$ cat src/rtl/fifo_pkg.sv
// Shared async-FIFO pointer definitions and Gray-code helpers, used by both the read and write domains.
package fifo_pkg;

    localparam int PTR_WIDTH    = 3;
    localparam int MAX_PTR_BITS = 32;

    typedef logic [PTR_WIDTH:0] ptr_t;

    function automatic logic [MAX_PTR_BITS-1:0] bin2gray(input logic [MAX_PTR_BITS-1:0] bin);
        return bin ^ (bin >> 1);
    endfunction

    // Helpers work on a wide word so any pointer width up to 32 bits can zero-extend into them.
    function automatic logic [MAX_PTR_BITS-1:0] gray2bin(input logic [MAX_PTR_BITS-1:0] gray);
        logic [MAX_PTR_BITS-1:0] bin;
        bin[MAX_PTR_BITS-1] = gray[MAX_PTR_BITS-1];
        for (int i = MAX_PTR_BITS - 2; i >= 0; i--) begin
            bin[i] = bin[i+1] ^ gray[i];
        end
        return bin;
    endfunction

endpackage

$ cat src/rtl/ptr_sync.sv
// Plain multi-flop synchronizer for a Gray-coded pointer crossing clock domains.
module ptr_sync #(
    parameter int WIDTH  = 4,
    parameter int STAGES = 2
) (
    input  logic             clk,
    input  logic             rstn,
    input  logic [WIDTH-1:0] d,
    output logic [WIDTH-1:0] q
);

    logic [WIDTH-1:0] stage_q [STAGES];

    always_ff @(posedge clk or negedge rstn) begin
        if (!rstn) begin
            for (int i = 0; i < STAGES; i++) begin
                stage_q[i] <= '0;
            end
        end else begin
            stage_q[0] <= d;
            for (int i = 1; i < STAGES; i++) begin
                stage_q[i] <= stage_q[i-1];
            end
        end
    end

    assign q = stage_q[STAGES-1];

endmodule

$ cat src/rtl/read_handler.sv
// Read-domain pointer and flag logic of the dual-clock FIFO.
// Define READ_HANDLER_SYNC3_EN to use a three-stage write-pointer synchronizer instead of two.
module read_handler
    import fifo_pkg::*;
#(
    parameter int          PTR_WIDTH           = fifo_pkg::PTR_WIDTH,
    parameter int unsigned ALMOST_EMPTY_THRESH = 1
) (
    input  logic               clk,
    input  logic               rstn,
    input  logic [PTR_WIDTH:0] wr_ptr_gray,
    input  logic               rd_en,
    output logic               empty,
    output logic               almost_empty,
    output logic [PTR_WIDTH:0] rd_count,
    output logic               underflow,
    output logic [PTR_WIDTH-1:0] rd_addr,
    output logic [PTR_WIDTH:0] bin_rd_ptr,
    output logic [PTR_WIDTH:0] gray_rd_ptr
);

    localparam int PW = PTR_WIDTH + 1;

`ifdef READ_HANDLER_SYNC3_EN
    localparam int SYNC_STAGES = 3;
`else
    localparam int SYNC_STAGES = 2;
`endif

    logic [PTR_WIDTH:0] wr_gray_sync;
    logic [PTR_WIDTH:0] wr_bin_sync;
    logic               rd_fire;

    logic [PTR_WIDTH:0] bin_q, bin_d;
    logic [PTR_WIDTH:0] gray_q, gray_d;
    logic [PTR_WIDTH:0] cnt_q, cnt_d;
    logic               empty_q, empty_d;
    logic               almost_empty_q, almost_empty_d;
    logic               underflow_q, underflow_d;

    ptr_sync #(
        .WIDTH  (PW),
        .STAGES (SYNC_STAGES)
    ) u_wr_ptr_sync (
        .clk  (clk),
        .rstn (rstn),
        .d    (wr_ptr_gray),
        .q    (wr_gray_sync)
    );

    // Flags are computed from the post-read pointer so a read of the last entry empties on the same edge.
    always_comb begin
        rd_fire        = rd_en & ~empty_q;
        bin_d          = bin_q + {{PTR_WIDTH{1'b0}}, rd_fire};
        gray_d         = PW'(bin2gray(32'(bin_d)));
        wr_bin_sync    = PW'(gray2bin(32'(wr_gray_sync)));
        cnt_d          = wr_bin_sync - bin_d;
        empty_d        = (gray_d == wr_gray_sync);
        almost_empty_d = (32'(cnt_d) <= ALMOST_EMPTY_THRESH);
        underflow_d    = underflow_q | (rd_en & empty_q);
    end

    always_ff @(posedge clk or negedge rstn) begin
        if (!rstn) begin
            bin_q          <= '0;
            gray_q         <= '0;
            cnt_q          <= '0;
            empty_q        <= 1'b1;
            almost_empty_q <= 1'b1;
            underflow_q    <= 1'b0;
        end else begin
            bin_q          <= bin_d;
            gray_q         <= gray_d;
            cnt_q          <= cnt_d;
            empty_q        <= empty_d;
            almost_empty_q <= almost_empty_d;
            underflow_q    <= underflow_d;
        end
    end

    assign empty        = empty_q;
    assign almost_empty = almost_empty_q;
    assign rd_count     = cnt_q;
    assign underflow    = underflow_q;
    assign bin_rd_ptr   = bin_q;
    assign gray_rd_ptr  = gray_q;
    assign rd_addr      = bin_q[PTR_WIDTH-1:0];

endmodule

$ cat config.mk
export PLATFORM = sky130hd
export DESIGN_NAME = read_handler
export DESIGN_NICKNAME = d
export VERILOG_FILES = /design/src/rtl/fifo_pkg.sv /design/src/rtl/ptr_sync.sv /design/src/rtl/read_handler.sv
export SDC_FILE = /design/constraint.sdc
export NUM_CORES = 1
export LEC_CHECK = 0
export BUFFER_PORTS_ARGS = -buffer_cell sky130_fd_sc_hd__buf_2
export CORE_ASPECT_RATIO = 0.9
export CORE_MARGIN = 2
export CORE_UTILIZATION = 50
export DETAILED_ROUTE_END_ITERATION = 10
export PLACE_DENSITY = 0.78
export SLEW_MARGIN = 5
export SYNTH_ARGS = -nofsm -noshare
export SYNTH_HDL_FRONTEND = slang
export SYNTH_HIERARCHICAL = 1
export SYNTH_SLANG_ARGS = --single-unit
$ cat constraint.sdc
create_clock -name clk -period 3.1 [get_ports clk]
set_clock_uncertainty 0.15 [all_clocks]
set_input_delay 0.155 -clock clk [delete_from_list [all_inputs] [get_ports clk]]
set_output_delay 0.155 -clock clk [all_outputs]
set_load 0.005 [all_outputs]
==> results.tsv <==
stage	metric	value	unit
yosys	synth.top_cells.by_area	dfrtp_1 (51%), xnor2_1 (7.2%), ha_1 (6.4%)	
clock_tree	cts_resized	0	
die	initial_core_util	0.521	
die	io-pin-count	25	
setup_path	critPathTopFamily	simple AND/OR/NAND/NOR gates	
yosys	synthFlopType	dfrtp_1	
die	die-width	50.6	µm
yosys	synthCells	70	
clock_tree	ctsRootBufferMaster	clkbuf_4	
die	dieArea	2320	µm²
setup_path	slowest_stage	dlygate4sd3_1	
drt	drtAntennaViolNets	0	
layout	drive_gt1_frac	0.358	
global_route	grt_antenna_before_repair	0	
setup_path	startpoint_type	input port	
timing	fin_setup_tns	0	ps
setup_path	cpMostUsedCell	ha_1	
setup_path	r2r_start	empty	
pwr	switching_power	433	µW
pwr	pwr-share-clk	0.121	
yosys	synth_seq_cells	22	
yosys	synth-warning-count	6	
die	die_h	45.9	µm
timing	max_freq	378	MHz
pwr	p_leak	0.000567	µW
status	status	finished clean	
timing	setup_viol	0	
layout	final_area	1160	µm²
drt	routed_wl	1.29	mm
drt	wl_per_cell	10.7	µm
yosys	synth_commonest_cells	dfrtp_1 (20), buf_4 (8), xnor2_1 (8)	
clock_tree	cts_buffers	3	
setup_path	crit_buf_inv	2	
timing	worst_pin_slew	460	ps
yosys	async_flop_share	1.00	
yosys	synth_nets	82	
yosys	ys_seq_area_frac	0.566	
timing	whs	183	ps
drt	firstDrtPassIters	4	
setup_path	crit_chain	dlygate4sd3_1 > buf_2 > nor2b_1 > ha_1 > ha_1 > xnor2_1 > ha_1 > or3b_2 > o311ai_4 > xnor2_1 > nor3_2	
timing	fin_crit_sh	0.853	
die	core	1880	µm²
yosys	synth_area	977	µm²
drt	drt_iter0_markers	6	
setup_path	endpoint_kind	register	
yosys	yosysTopAreaCell	dfrtp_1	
hold_path	worstHoldPathType	in2async	
yosys	ys_types	22	
global_route	grt_remaining_overflow	0	
clock_tree	insertion_delay	290	ps
setup_path	reg2reg_to	almost_empty	
setup_path	critPathKind	in2reg	
yosys	synth.avg_cell_area	14.0	µm²
pwr	p_comb_frac	0.517	
timing	finalHoldViolations	0	
clock_tree	clk_pin_slew	110	ps
timing	rsz0062_at_grt	no	
global_route	first_global_vias	508	
timing	layout_min_cycle_time	2640	ps
layout	diodes	0	
timing	maxSlewHeadroom	0.693	
yosys	synth_edf_count	0	
setup_path	timing.reg2reg.setup_slack	510	ps
layout	final_cell_count_no_fill	120	
placement	place_area	1060	µm²
pwr	power	1220	µW
setup_path	slowest_delay	530	ps
drt	route.detailed.drc	0	
placement	place_congestion	0.694	
die	rows	15	
global_route	grt_max_degree	23	
pwr	seq_power_share	0.362	
setup_path	ff2ff_path_depth	9	
clock_tree	cts_sinks	22	
drt	viasPerCell	4.58	
clock_tree	cts_max_path_buffers	2	
pwr	sw_frac_of_total	0.355	
setup_path	crit_required	3170	ps
setup_path	crit_arrival	2720	ps
timing	drv_slew	0	
global_route	grt_usage	0.129	
setup_path	worstPathMaxFanout	3	
placement	dp_hpwl	974	µm
yosys	yosysMostFrequentCell	dfrtp_1	
pwr	vdd_drop_max	555	µV
flow_run	max-cap-violations	0	
clock_tree	cts_tree	yes	
layout	final_nets	108	
drt	vias	550	
clock_tree	htreeDepth	1	
layout	fillerInstances	165	
global_route	grt_pass1_wl	2.14	mm
yosys	synth.top_cell.area_share	0.512	
layout	area_growth	18.8	%
pwr	p_per_area	1050	nW/µm²
placement	io_buffers	24	
placement	place_inst	110	
pwr	p_int	787	µW
## power by group through the flow
stage,combinational (µW),sequential [µW],clock (µW)
final,630,441,148
after global routing,717,451,170
after CTS,650,442,158
after detailed placement,641,447,0
after global placement,624,441,0
after floorplan,477,457,0
## routing by layer
| layer | GRT usage | vias to the layer above | share of wire |
|---|---|---|---|
| li1 | - | 268 | - |
| met1 | 0.170 | 255 | 0.44 |
| met2 | 0.211 | 25 | 0.48 |
| met3 | 0.0197 | 2 | 0.069 |
| met4 | 0.0649 | 0 | 0.0054 |
| met5 | 0 | - | 0 |
## cell type report
cell class / count / area [µm²] / share of cell area
Clock buffer: 4 / 36.3 / 0.0313
Inverter: 5 / 18.8 / 0.0162
Multi-Input combinational cell: 34 / 342 / 0.294
Sequential cell: 22 / 553 / 0.476
Tap cell: 25 / 31.3 / 0.0269
Timing Repair Buffer: 30 / 180 / 0.155
## sequential cells by signal, summed over array words and instances (netlist names)
| signal | cells |
|---|---|
| almost_empty | 1 |
| u_wr_ptr_sync/q | 4 |
| gray_rd_ptr | 3 |
| empty | 1 |
| underflow | 1 |
| bin_rd_ptr | 4 |
| rd_count | 4 |
| u_wr_ptr_sync/stage_q | 4 |
## timing repair
action	CTS	global route
endpoints found under the hold margin	27	0
hold buffers	6	0
setup buffers	0	0
## logic make-up after synthesis
family                   after synthesis  share of synthesized area
AO/OA/AOI/OAI                          4                     0.0499
XOR/XNOR                              16                      0.173
adder cells (fa/ha/maj)                5                     0.0640
buffers and inverters                 14                     0.0845
flip-flops                            22                      0.566
multiplexers                           1                     0.0102
AND/OR/NAND/NOR                        8                     0.0525
## worst max-delay path by stage
| stage | to | slack [ps] | cells after the start | from |
|---|---|---|---|---|
| after floorplan | almost_empty | 640 | 9 | empty |
| after global placement | almost_empty | 530 | 9 | empty |
| after detailed placement | almost_empty | 490 | 9 | empty |
| after CTS | almost_empty | 430 | 11 | rd_en |
| after global routing | almost_empty | 310 | 11 | rd_en |
| final | almost_empty | 460 | 11 | rd_en |
## layout by cell type, fill, tap and decap left out
cell	instances
buf_2	24
dfrtp_1	20
xnor2_1	8
xor2_1	6
dlygate4sd3_1	6
inv_1	5
ha_1	5
clkbuf_4	3
and2_1	2
dfstp_2	2
nor2b_1	1
xnor3_2	1
o21bai_1	1
nand3_1	1
a21boi_0	1
xnor3_1	1
or3b_2	1
o311ai_4	1
nor2_1	1
mux2i_1	1
nor3_1	1
a21o_1	1
nor3_2	1
clkbuf_8	1
## through the flow
| step | utilization | worst slack (ps) |
|---|---|---|
| after global placement | 0.567 | 530 |
| after detailed placement | 0.567 | 494 |
| final | 0.619 | 456 |
| after global routing | 0.619 | 313 |
| after CTS | 0.619 | 427 |
| after floorplan | - | 645 |
Note: power is estimated with default switching activity, not from simulation.
